**config.mk**
```make
export PLATFORM = sky130hd
export DESIGN_NAME = light_bar_gen
export DESIGN_NICKNAME = d
export VERILOG_FILES = /design/src/rtl/vga_pkg.sv /design/src/rtl/frame_blink_timer.sv /design/src/rtl/light_bar_gen.sv
export SDC_FILE = /design/constraint.sdc
export NUM_CORES = 1
export LEC_CHECK = 0
export CAP_MARGIN = 0
export CORE_AREA = 2 2 92 50
export DETAILED_ROUTE_END_ITERATION = 7
export DIE_AREA = 0 0 94 52
export GPL_TIMING_DRIVEN = 0
export MAX_ROUTING_LAYER = met4
export PLACE_DENSITY = 0.77
export SLEW_MARGIN = 20
export SYNTH_ARGS = -nofsm -noshare
export SYNTH_HDL_FRONTEND = slang
export SYNTH_SLANG_ARGS = --single-unit
```
**constraint.sdc**
```tcl
create_clock -name clk -period 2.15 [get_ports clk]
set_clock_uncertainty 0.1 [all_clocks]
set_input_delay 0.43 -clock clk [delete_from_list [all_inputs] [get_ports clk]]
set_output_delay 0.43 -clock clk [all_outputs]
set_load 0.005 [all_outputs]
```
**src/rtl/vga_pkg.sv**
```systemverilog
// rtl/vga_pkg.sv - shared VGA window limits, colour constants and lamp placement helper
//
// Contents:
//   H_ACTIVE_START, H_ACTIVE_END : visible hcount window [start, end)
//   COL_*                        : 24-bit {r,g,b} colour constants
//   light_x()                    : left edge of lamp i for a given geometry
package vga_pkg;

    localparam int H_ACTIVE_START = 144;
    localparam int H_ACTIVE_END   = 784;

    localparam logic [23:0] COL_BLACK    = 24'h000000;
    localparam logic [23:0] COL_BG_BLUE  = 24'h000080;
    localparam logic [23:0] COL_LAMP_ON  = 24'hFFFF00;
    localparam logic [23:0] COL_LAMP_OFF = 24'hB2BEB5;

    // Lamp 0 is rightmost; lamps at or beyond the split sit one group gap further left.
    function automatic int light_x(input int i, input int light0_x, input int pitch,
                                   input int split, input int group_gap);
        return light0_x - i * pitch - ((i >= split) ? group_gap : 0);
    endfunction

endpackage

```
**src/rtl/frame_blink_timer.sv**
```systemverilog
// rtl/frame_blink_timer.sv - per-frame snapshot strobe, blink frame counter and frame tick
//
// Ports:
//   clk, reset_n  : pixel clock, asynchronous active-low reset
//   hcount/vcount : current raster position
//   snap          : combinational, high on the snapshot pixel (hcount 0, vcount SNAP_LINE)
//   blink_phase   : toggles every BLINK_FRAMES snapshots; 0 after reset
//   frame_tick    : one-cycle pulse on the cycle after each snapshot
module frame_blink_timer #(
    parameter int SNAP_LINE    = 0,
    parameter int BLINK_FRAMES = 30
) (
    input  logic       clk,
    input  logic       reset_n,
    input  logic [9:0] hcount,
    input  logic [9:0] vcount,
    output logic       snap,
    output logic       blink_phase,
    output logic       frame_tick
);

    localparam int              CNT_W    = (BLINK_FRAMES > 1) ? $clog2(BLINK_FRAMES) : 1;
    localparam logic [CNT_W-1:0] CNT_LAST = CNT_W'(BLINK_FRAMES - 1);
    localparam logic [9:0]      SNAP_V   = 10'(SNAP_LINE);

    if (BLINK_FRAMES < 1) begin : g_chk_blink
        $fatal(1, "frame_blink_timer: BLINK_FRAMES must be >= 1");
    end

    logic [CNT_W-1:0] frame_cnt;

    assign snap = (hcount == 10'd0) && (vcount == SNAP_V);

    always_ff @(posedge clk or negedge reset_n) begin
        if (!reset_n) begin
            frame_cnt   <= '0;
            blink_phase <= 1'b0;
            frame_tick  <= 1'b0;
        end else begin
            frame_tick <= snap;
            if (snap) begin
                if (frame_cnt == CNT_LAST) begin
                    frame_cnt   <= '0;
                    blink_phase <= ~blink_phase;
                end else begin
                    frame_cnt <= frame_cnt + 1'b1;
                end
            end
        end
    end

endmodule

```
**src/rtl/light_bar_gen.sv**
```systemverilog
// rtl/light_bar_gen.sv - registered VGA renderer for a split row of square indicator lamps
//
// Ports:
//   clk, reset_n          : pixel clock, asynchronous active-low reset
//   bright, hcount, vcount: from the VGA timing controller
//   leds, blink_en        : per-lamp on-request and blink enable, sampled once per frame
//   vga_r/g/b             : pixel colour, 2 cycles after hcount/vcount/bright
//   bright_out            : bright delayed to line up with vga_r/g/b
//   frame_tick            : one-cycle pulse after each frame snapshot
module light_bar_gen
    import vga_pkg::*;
#(
    parameter int NUM_LIGHTS   = 6,
    parameter int SPLIT        = 3,
    parameter int LIGHT0_X     = 664,
    parameter int PITCH        = 80,
    parameter int GROUP_GAP    = 40,
    parameter int BOX_W        = 40,
    parameter int V_TOP        = 229,
    parameter int BOX_H        = 31,
    parameter int SNAP_LINE    = 0,
    parameter int BLINK_FRAMES = 30
) (
    input  logic                  clk,
    input  logic                  reset_n,
    input  logic                  bright,
    input  logic [9:0]            hcount,
    input  logic [9:0]            vcount,
    input  logic [NUM_LIGHTS-1:0] leds,
    input  logic [NUM_LIGHTS-1:0] blink_en,
    output logic [7:0]            vga_r,
    output logic [7:0]            vga_g,
    output logic [7:0]            vga_b,
    output logic                  bright_out,
    output logic                  frame_tick
);

    localparam logic [9:0] V_LO = 10'(V_TOP);
    localparam logic [9:0] V_HI = 10'(V_TOP + BOX_H);
    localparam logic [9:0] A_LO = 10'(H_ACTIVE_START);
    localparam logic [9:0] A_HI = 10'(H_ACTIVE_END);

    if (PITCH < BOX_W) begin : g_chk_pitch
        $fatal(1, "light_bar_gen: PITCH must be >= BOX_W");
    end
    if (SPLIT > NUM_LIGHTS) begin : g_chk_split
        $fatal(1, "light_bar_gen: SPLIT must be <= NUM_LIGHTS");
    end
    if (NUM_LIGHTS > 16 || NUM_LIGHTS < 1) begin : g_chk_num
        $fatal(1, "light_bar_gen: NUM_LIGHTS must be 1..16");
    end

    logic                  snap;
    logic                  blink_phase;
    logic [NUM_LIGHTS-1:0] leds_q;
    logic [NUM_LIGHTS-1:0] blink_q;
    logic [NUM_LIGHTS-1:0] lit;
    logic [NUM_LIGHTS-1:0] hit_now;

    logic [NUM_LIGHTS-1:0] hit_s1;
    logic                  in_band_s1;
    logic                  in_active_s1;
    logic                  bright_s1;

    logic [23:0]           rgb_q;
    logic [23:0]           rgb_next;

    frame_blink_timer #(
        .SNAP_LINE    (SNAP_LINE),
        .BLINK_FRAMES (BLINK_FRAMES)
    ) u_timer (
        .clk         (clk),
        .reset_n     (reset_n),
        .hcount      (hcount),
        .vcount      (vcount),
        .snap        (snap),
        .blink_phase (blink_phase),
        .frame_tick  (frame_tick)
    );

    // Lamp edges are constants, so each horizontal hit is a pair of constant compares.
    for (genvar gi = 0; gi < NUM_LIGHTS; gi++) begin : g_lamp
        localparam int         XI   = light_x(gi, LIGHT0_X, PITCH, SPLIT, GROUP_GAP);
        localparam logic [9:0] X_LO = 10'(XI);
        localparam logic [9:0] X_HI = 10'(XI + BOX_W);

        if (XI < H_ACTIVE_START || XI + BOX_W > H_ACTIVE_END) begin : g_chk_x
            $fatal(1, "light_bar_gen: lamp outside the active window");
        end

        assign hit_now[gi] = (hcount >= X_LO) && (hcount < X_HI);
        assign lit[gi]     = leds_q[gi] && (!blink_q[gi] || blink_phase);
    end

    // Lamp requests are frozen for the whole frame to avoid tearing.
    always_ff @(posedge clk or negedge reset_n) begin
        if (!reset_n) begin
            leds_q  <= '0;
            blink_q <= '0;
        end else if (snap) begin
            leds_q  <= leds;
            blink_q <= blink_en;
        end
    end

    // Stage 1: geometry decode.
    always_ff @(posedge clk or negedge reset_n) begin
        if (!reset_n) begin
            hit_s1       <= '0;
            in_band_s1   <= 1'b0;
            in_active_s1 <= 1'b0;
            bright_s1    <= 1'b0;
        end else begin
            hit_s1       <= hit_now;
            in_band_s1   <= (vcount >= V_LO) && (vcount < V_HI);
            in_active_s1 <= (hcount >= A_LO) && (hcount < A_HI);
            bright_s1    <= bright;
        end
    end

    // Lamps never overlap, so at most one hit bit is set per pixel.
    always_comb begin
        rgb_next = COL_BG_BLUE;
        if (!bright_s1 || !in_active_s1) begin
            rgb_next = COL_BLACK;
        end else if (in_band_s1 && |(hit_s1 & lit)) begin
            rgb_next = COL_LAMP_ON;
        end else if (in_band_s1 && |hit_s1) begin
            rgb_next = COL_LAMP_OFF;
        end
    end

    // Stage 2: colour select.
    always_ff @(posedge clk or negedge reset_n) begin
        if (!reset_n) begin
            rgb_q      <= COL_BLACK;
            bright_out <= 1'b0;
        end else begin
            rgb_q      <= rgb_next;
            bright_out <= bright_s1;
        end
    end

    assign vga_r = rgb_q[23:16];
    assign vga_g = rgb_q[15:8];
    assign vga_b = rgb_q[7:0];

endmodule

```
* Word level (Yosys, flattened, before mapping)
Cells that the tools add are included.
** Storage, ports and cells
- Register bits after elaboration :: 53
- Bits in latches :: 0
- Bits in writable memories :: 0
- ROM bits :: 0
- Input port bits :: 35
- Output and inout bits :: 26
- Word-level logic and storage cells :: 72
- Memories :: 0
** Cells by class
- Add/subtract/negate cells :: 1
- Multipliers :: 0
- Div/mod/pow operators :: 0
- $lt $le $gt $ge :: 16
- Eq/ne operators :: 1
- Shift-type cells :: 0
- Mux-type cells :: 4
- Bitwise logic cells :: 2
- Reductions and logical operators :: 37
** Operators with widths (number)
- $mux W24 :: 3
- $lt A10 B10 Y1 const B :: 4
- $lt A10 B9 Y1 const B :: 4
- $ge A10 B8 Y1 const B :: 3
- $ge A10 B9 Y1 const B :: 3
- $ge A10 B10 Y1 const B :: 2
- $logic_not A10 Y1 :: 2
- $logic_and A1 B1 Y1 :: 17
- $reduce_or A6 Y1 :: 2
- $logic_not A1 Y1 :: 8
- $logic_or A1 B1 Y1 :: 7
- $and A6 B6 Y6 :: 1
- $add A5 B1 Y5 const B :: 1
- $eq A5 B5 Y1 const B :: 1
- $mux W5 :: 1
- $reduce_and A2 Y1 :: 1
- $not A1 Y1 :: 1

* Longest topological paths before layout
Gate-level depths: netlist of run 1.
- Depth in word-level cells :: 8
- Mapped depth :: 7
- Depth with buffers taken out :: 6

* By module
A second synthesis of run 1 with hierarchy kept.
** Unflattened totals
- Cell total of the unflattened synthesis :: 155
- Area, all modules :: 1727.9 um^2
** By module, submodules not included
- light_bar_gen :: instances 1, cells an instance 116, area an instance 1317.5 um^2, sequential area each 650.6 um^2
- frame_blink_timer :: instances 1, cells an instance 39, area an instance 410.4 um^2, sequential area each 175.2 um^2

* Worst setup path before layout of run 1
OpenSTA, ideal clock, no wires.
- Path kind :: input-to-reg
- Start point :: input port hcount[5]
- End point :: register blink_q[0]
- Setup time :: 125 ps
- Arrival :: 2053 ps
- Data required time :: 1925 ps
- Slack :: -128 ps
- Stages on the path :: 7
- Buffers on the path :: 2
- Path through :: buf_6 or3_4 nand4b_4 or3_4 inv_6 buf_12 mux2_4
** On the way
- Word-level cells in the longest chain between the ends :: 2
** Ends and longest elaborated chain
- start: declaration :: RTL line light_bar_gen.sv:27 : input logic [9:0] hcount,
- $logic_not A10 Y1 :: RTL line frame_blink_timer.sv:32 : assign snap = (hcount == 10'd0) && (vcount == SNAP_V);
- $logic_and A1 B1 Y1 :: RTL line frame_blink_timer.sv:32
- via snap :: RTL line light_bar_gen.sv:53 : logic snap;
- end signal: assignment :: RTL line light_bar_gen.sv:102 : blink_q <= blink_en;
- end: declaration :: RTL line light_bar_gen.sv:56 : logic [NUM_LIGHTS-1:0] blink_q;
The timed path passes the listed nets, and every way through them passes these cells.
A chain may end at the register's enable or synchronous reset.

* Final worst setup path of run 1
- Start point :: input port vcount[9]
- End point :: register leds_q[3]
** On the way
- Word-level cells in the longest chain between the ends :: 2
** Ends and longest elaborated chain
- start: declaration :: RTL line light_bar_gen.sv:28 : input logic [9:0] vcount,
- $logic_not A10 Y1 :: RTL line frame_blink_timer.sv:32
- $logic_and A1 B1 Y1 :: RTL line frame_blink_timer.sv:32
- via snap :: RTL line light_bar_gen.sv:53
- end signal: assignment :: RTL line light_bar_gen.sv:101 : leds_q <= leds;
- end: declaration :: RTL line light_bar_gen.sv:55 : logic [NUM_LIGHTS-1:0] leds_q;
The timed path passes the listed nets, and every way through them passes these cells.

==> flow_summary.yaml, run 1 <==
outcome:
  status: "complete, no violations"
setup_path:
  crit_top_cell: "or3_4"
  crit_path_max_fanout: 10
  start_kind: "input pin"
  cp_slowest_stage_delay_ns: 0.44
  critPathKind: "in2reg"
  crit_start: "vcount[9]"
  crit_buf_inv: 3
  crit_chain: "clkdlybuf4s50_1 -> or3_4 -> or3_4 -> inv_6 -> buf_12 -> mux2_4"
  worstPathRequired_ns: 2.22
  slowest_stage: "clkdlybuf4s50_1"
  cp_top_family: "simple AND/OR/NAND/NOR gates"
  worstPathArrival_ns: 2.17
  r2r_start: "u_timer.frame_cnt[2]"
  cp-end-kind: "flip-flop"
synth:
  yosys_warnings: 0
  synth_edf_count: 0
  async_reset_ff_frac: 1.000
  synth.distinct_cells: 41
  synth_xor_area_frac: 0.004961
  synth_top_family_by_area: "simple AND/OR/NAND/NOR gates"
  yosys.area_share.adder: 0.01417
  synth_ff_type: "dfrtp_1"
  synthCells: 156
  synth_compound_area_frac: 0.09568
  muxShareOfSynthArea: 0.1084
  avgSynthCellArea_sq_um: 11.32
  ys_ff_latch: 33
  synth-simple-area-share: 0.1843
  netlist_area_sq_um: 1765
  seq_area_frac_synth: 0.4678
pwr:
  sw_frac_of_total: 0.2077
  switchingPower_uw: 283.8
  p_leak_nw: 1.187
  powerDensity_nw_per_um2: 525.1
  ir_worst_vdd_uv: 272.4
  p_comb_frac: 0.097
  power_frac_clock: 0.439
  seq_power_share: 0.463
  p_int_mw: 1.082
  p_total_mw: 1.366
clock_network:
  cts_tree: "built"
  cts.sinks: 33
  numCtsBuffers: 5
  clk_pin_slew_ns: 0.07
  clk_path_buf_depth: 2
  clockRootBuffer: "clkbuf_8"
  clkLatencyLatePin_ns: 0.28
  htree_levels: 2
floorplan:
  die_y_um: 52
  fp.coreArea_sq_um: 4148
  num_rows: 17
  start_util: 0.4256
  chipWidth_um: 94
  ios: 61
  dieArea_sq_um: 4888
sta:
  fmax_mhz: 475.4
  worstMarginPinSlew_ns: 0.7096
  finalHoldViolations: 0
  grt_setup_unrepaired: "false"
  fin_crit_sh: 0.9783
  period_minus_slack_ns: 2.103
  slew_violations: 0
  setup_viol: 0
  relSlewSlack: 0.5269
  fin_hold_ws_ns: 0.09311
grt:
  grt_pass1_wl_um: 6279
  grt-ovfl-total: 0
  grt_start_max_net_pins: 34
  gr-usage-all-layers: 0.1776
  grt_pass1_vias: 1266
  antenna_found_initial: 0
route:
  drc: 0
  vias: 1376
  drtIter0Drc: 90
  routed_wl_um: 3885
  drtAntennaViolNets: 0
  post_drt_wl_per_cell_um: 13.63
  viasPerCell: 4.828
  first_pass_iters: 4
cells_and_area:
  final_util: 0.6271
  layout_commonest_cell: "clkdlybuf4s50_1"
  drive_above_1_share: 0.2851
  mostFrequentLayoutCells: "clkdlybuf4s50_1 (42), dfrtp_1 (33), buf_4 (26)"
  syn2layout_area_growth_pct: 47.34
  nets: 264
  n_antenna_cell: 0
placed_design:
  place_congestion: 0.8832
  port_buffers: 55
  dp_hpwl_um: 2834
job:
  drv_cap: 0
worst_hold_path:
  hold_path.class: "in2async"
-- cells by family (layout without fill, tap and decap cells) --
kind of cell             Yosys count  count (layout)
AO/OA/AOI/OAI                     24              24
adder cells (fa/ha/maj)            2               2
multiplexers                      14              14
AND/OR/NAND/NOR                   53              53
other                              1               3
XOR/XNOR                           1               1
flip-flops                        33              33
buffers and inverters             28              98
-- timing repair --
action,CTS,global route
setup endpoints to repair,16,15
pin swaps,5,4
setup buffers,5,2
hold buffers,0,0
gates resized for setup,15,8
-- cell usage after synthesis, types with 2 or more instances --
cell / n / area share
dfrtp_1: 33 / 0.47
buf_4: 20 / 0.085
nor2_1: 11 / 0.023
nand2_1: 10 / 0.021
mux2_4: 9 / 0.077
a21oi_1: 6 / 0.017
mux2_2: 5 / 0.032
nor2b_1: 5 / 0.018
inv_1: 4 / 0.0085
nand3_1: 4 / 0.011
nor3_1: 4 / 0.011
nor4_1: 4 / 0.014
nand2b_1: 3 / 0.011
o22ai_1: 3 / 0.011
o41ai_1: 3 / 0.015
a211oi_1: 2 / 0.0085
buf_6: 2 / 0.013
ha_1: 2 / 0.014
nand3b_1: 2 / 0.0085
o211ai_1: 2 / 0.0085
or3_4: 2 / 0.013
-- power groups by stage --
stage / sequential, mW / combinational, mW / clock (mW)
2_1_floorplan: 0.643 / 0.0406 / 0
3_3_place_gp: 0.644 / 0.133 / 0
3_5_place_dp: 0.644 / 0.133 / 0
4_1_cts: 0.633 / 0.132 / 0.610
5_1_grt: 0.633 / 0.144 / 0.643
6_report: 0.633 / 0.133 / 0.600
-- area by class of cell --
cell class	instances	area [sq um]
clock inverters	1	30.03
plain buffers	23	196.4
fillers	322	1546
clock buffers	7	86.33
inverters	5	23.77
repair buffers	62	609.3
flip-flops and latches	33	825.8
multi-input cells	97	758.2
well taps	57	71.32
-- worst paths after layout --
check / endpoint / slack [ns] / cells after the start
max reg2reg: u_timer.frame_cnt[3] / 0.44 / 4
max: leds_q[3] / 0.05 / 6
min in group clk: hit_s1[1] / 0.29 / 2
min reg2reg: bright_out / 0.32 / 0
min: bright_out / 0.09 / 1
max in group asynchronous: hit_s1[2] / 1.40 / 1
-- worst reg2reg max path, delay by kind of cell, from the launching register on --
kind	cells	cell delay [ns]
compound gates	2	0.40
buf+inv	1	0.11
flops	1	0.42
simple gates	1	0.54
-- sequential cells by signal, indices dropped and copies added (netlist names), 4 cells and up --
register / flops
u_timer.frame_cnt: 5
blink_q: 6
rgb_q: 4
leds_q: 6
hit_s1: 6
-- routing by layer --
| metal | GRT usage | share of wire |
|---|---|---|
| met1 | 0.2544 | 0.50 |
| met3 | 0.05217 | 0.070 |
| met2 | 0.2405 | 0.42 |
| met5 | - | 0 |
| met4 | 0.05797 | 0.010 |
-- metrics by stage --
step	worst slack (ns)	TNS [ns]	cells	cell area (sq um)
2_1_floorplan	-0.03218	-0.2896	158	1777
3_3_place_gp	-0.6322	-11.78	270	2399
3_5_place_dp	-0.6378	-9.744	270	2394
4_1_cts	0.002503	0	283	2564
5_1_grt	0.003765	0	285	2601
6_report	0.04667	0	285	2601
(Power assumes the default switching activity.)
==> run 2, diff against run 1 <==
--- a/config.mk
+++ b/config.mk
@@ -11,7 +11,7 @@
 export DIE_AREA = 0 0 94 52
 export GPL_TIMING_DRIVEN = 0
 export MAX_ROUTING_LAYER = met4
-export PLACE_DENSITY = 0.77
+export PLACE_DENSITY_LB_ADDON = 0.05
 export SLEW_MARGIN = 20
 export SYNTH_ARGS = -nofsm -noshare
 export SYNTH_HDL_FRONTEND = slang
==> flow_summary.yaml, run 2 (synthesis results as in run 1) <==
clock_network:
  clk_path_buf_depth: 2
  cts.sinks: 33
  clockRootBuffer: "clkbuf_8"
  cts_tree: "built"
  clk_pin_slew_ns: 0.07
  htree_levels: 2
  clkLatencyLatePin_ns: 0.28
  numCtsBuffers: 5
cells_and_area:
  syn2layout_area_growth_pct: 51.45
  final_cell_count_no_fill: 290
  fillers: 326
  multi_input_area_sq_um: 762.0
  nets: 269
  reg_top3: "blink_q (6), hit_s1 (6), leds_q (6)"
  layout_commonest_cell: "clkdlybuf4s50_1"
  mostFrequentLayoutCells: "clkdlybuf4s50_1 (40), dfrtp_1 (33), buf_4 (29)"
  n_antenna_cell: 0
  final_util: 0.6446
  drive_above_1_share: 0.3004
  regArea_sq_um: 825.8
worst_hold_path:
  hold_path.class: "in2async"
route:
  viasPerCell: 4.838
  drc: 0
  drtAntennaViolNets: 0
  first_pass_iters: 4
  vias: 1403
  post_drt_wl_per_cell_um: 14.47
  routed_wl_um: 4195
  drtIter0Drc: 40
sta:
  relSlewSlack: 0.5164
  finalHoldViolations: 0
  slew_violations: 0
  worstMarginPinSlew_ns: 0.7254
  fin_crit_sh: 0.9735
  worst_slack_ns: 0.05699
  setup_viol: 0
  fmax_mhz: 477.8
  period_minus_slack_ns: 2.093
pwr:
  p_comb_frac: 0.099
  seq_power_share: 0.460
  power_frac_clock: 0.442
  ir_worst_vdd_uv: 283.9
  sw_frac_of_total: 0.2124
  powerDensity_nw_per_um2: 514.4
  p_int_mw: 1.083
  switchingPower_uw: 292.2
  p_leak_nw: 1.218
floorplan:
  die_y_um: 52
  num_rows: 17
  ios: 61
  fp.coreArea_sq_um: 4148
  start_util: 0.4256
  dieArea_sq_um: 4888
  chipWidth_um: 94
setup_path:
  cp-end-kind: "flip-flop"
  critPathKind: "in2reg"
  r2r_start: "u_timer.frame_cnt[1]"
  worstPathRequired_ns: 2.22
  start_kind: "input pin"
  cp_slowest_stage_delay_ns: 0.37
  crit_path_max_fanout: 5
  crit_chain: "dlygate4sd2_1 -> nor4_4 -> nand4b_4 -> or3_4 -> clkinv_4 -> bufbuf_16 -> mux2_4"
  crit_start: "vcount[2]"
  slowest_stage: "or3_4"
  cp_top_family: "simple AND/OR/NAND/NOR gates"
  worstPathArrival_ns: 2.16
  crit_buf_inv: 3
outcome:
  status: "complete, no violations"
grt:
  use_met2: 0.2988
  grt_pass1_vias: 1421
  gr-usage-all-layers: 0.1982
  antenna_found_initial: 0
  grt_pass1_wl_um: 6969
  grt-ovfl-total: 0
  grt_most_used_layer: "met2"
  met3_usage: 0.06667
  use_met1: 0.2530
  grt_start_max_net_pins: 34
placed_design:
  place_congestion: 0.7875
  pre_cts_ws_ns: -0.6302
  placed_cells: 270
  dp_hpwl_um: 3008
  port_buffers: 55
job:
  drv_cap: 0
run 2: final timing paths:
path                                  endpoint  slack [ns]  cells past startpoint
max                                 blink_q[5]        0.06                      7
min                                 blink_q[2]        0.11                      1
max reg2reg                u_timer.blink_phase        0.42                      5
min reg2reg                         bright_out        0.33                      0
max in group asynchronous            hit_s1[4]        1.38                      1
min in group clk                    in_band_s1        0.27                      2
run 2: cell type report:
| cell class | count | share of cell area |
|---|---|---|
| buffer | 23 | 0.07347 |
| clock buffer | 7 | 0.03229 |
| clock inverter | 1 | 0.01123 |
| inverter | 5 | 0.008891 |
| multi-input combinational | 97 | 0.2850 |
| sequential | 33 | 0.3088 |
| tap | 57 | 0.02667 |
| timing repair buffer | 67 | 0.2536 |
run 2: timing repair:
item                                    CTS  global route
hold buffers                              0             0
cloned                                    1             0
resized for setup                        22             5
setup buffers                            10             1
pin swaps                                 7             6
endpoints found under the setup margin   15            14
run 2: per-stage QoR:
stage          setup TNS (ns)  cell area (sq um)  hold WS [ns]  power (mW)
2_1_floorplan         -0.2896               1777       0.03441      0.6840
3_3_place_gp           -11.85               2399        0.3104      0.7751
3_5_place_dp           -9.510               2394        0.3087      0.7771
4_1_cts                     0               2650        0.1328       1.382
5_1_grt              -0.09039               2674        0.1576       1.435
6_report                    0               2674        0.1061       1.376
run 2: power by group through the flow:
stage	Sequential (mW)	Combinational (mW)	Clock (mW)
2_1_floorplan	0.643	0.0406	0
3_3_place_gp	0.644	0.131	0
3_5_place_dp	0.644	0.133	0
4_1_cts	0.632	0.134	0.616
5_1_grt	0.633	0.149	0.653
6_report	0.632	0.136	0.607
run 2: per-layer routing:
layer  wire (um)  vias up
met4          59        0
li1            -      692
met1        1967      663
met3         203        8
met5           0        -
met2        1965       40
run 2: worst register-to-register path, stage by stage (launching register included):
cell     delay [ns]
dfrtp_1        0.44
inv_1          0.08
ha_1           0.19
and4_1         0.30
nor4b_1        0.39
xnor2_1        0.17
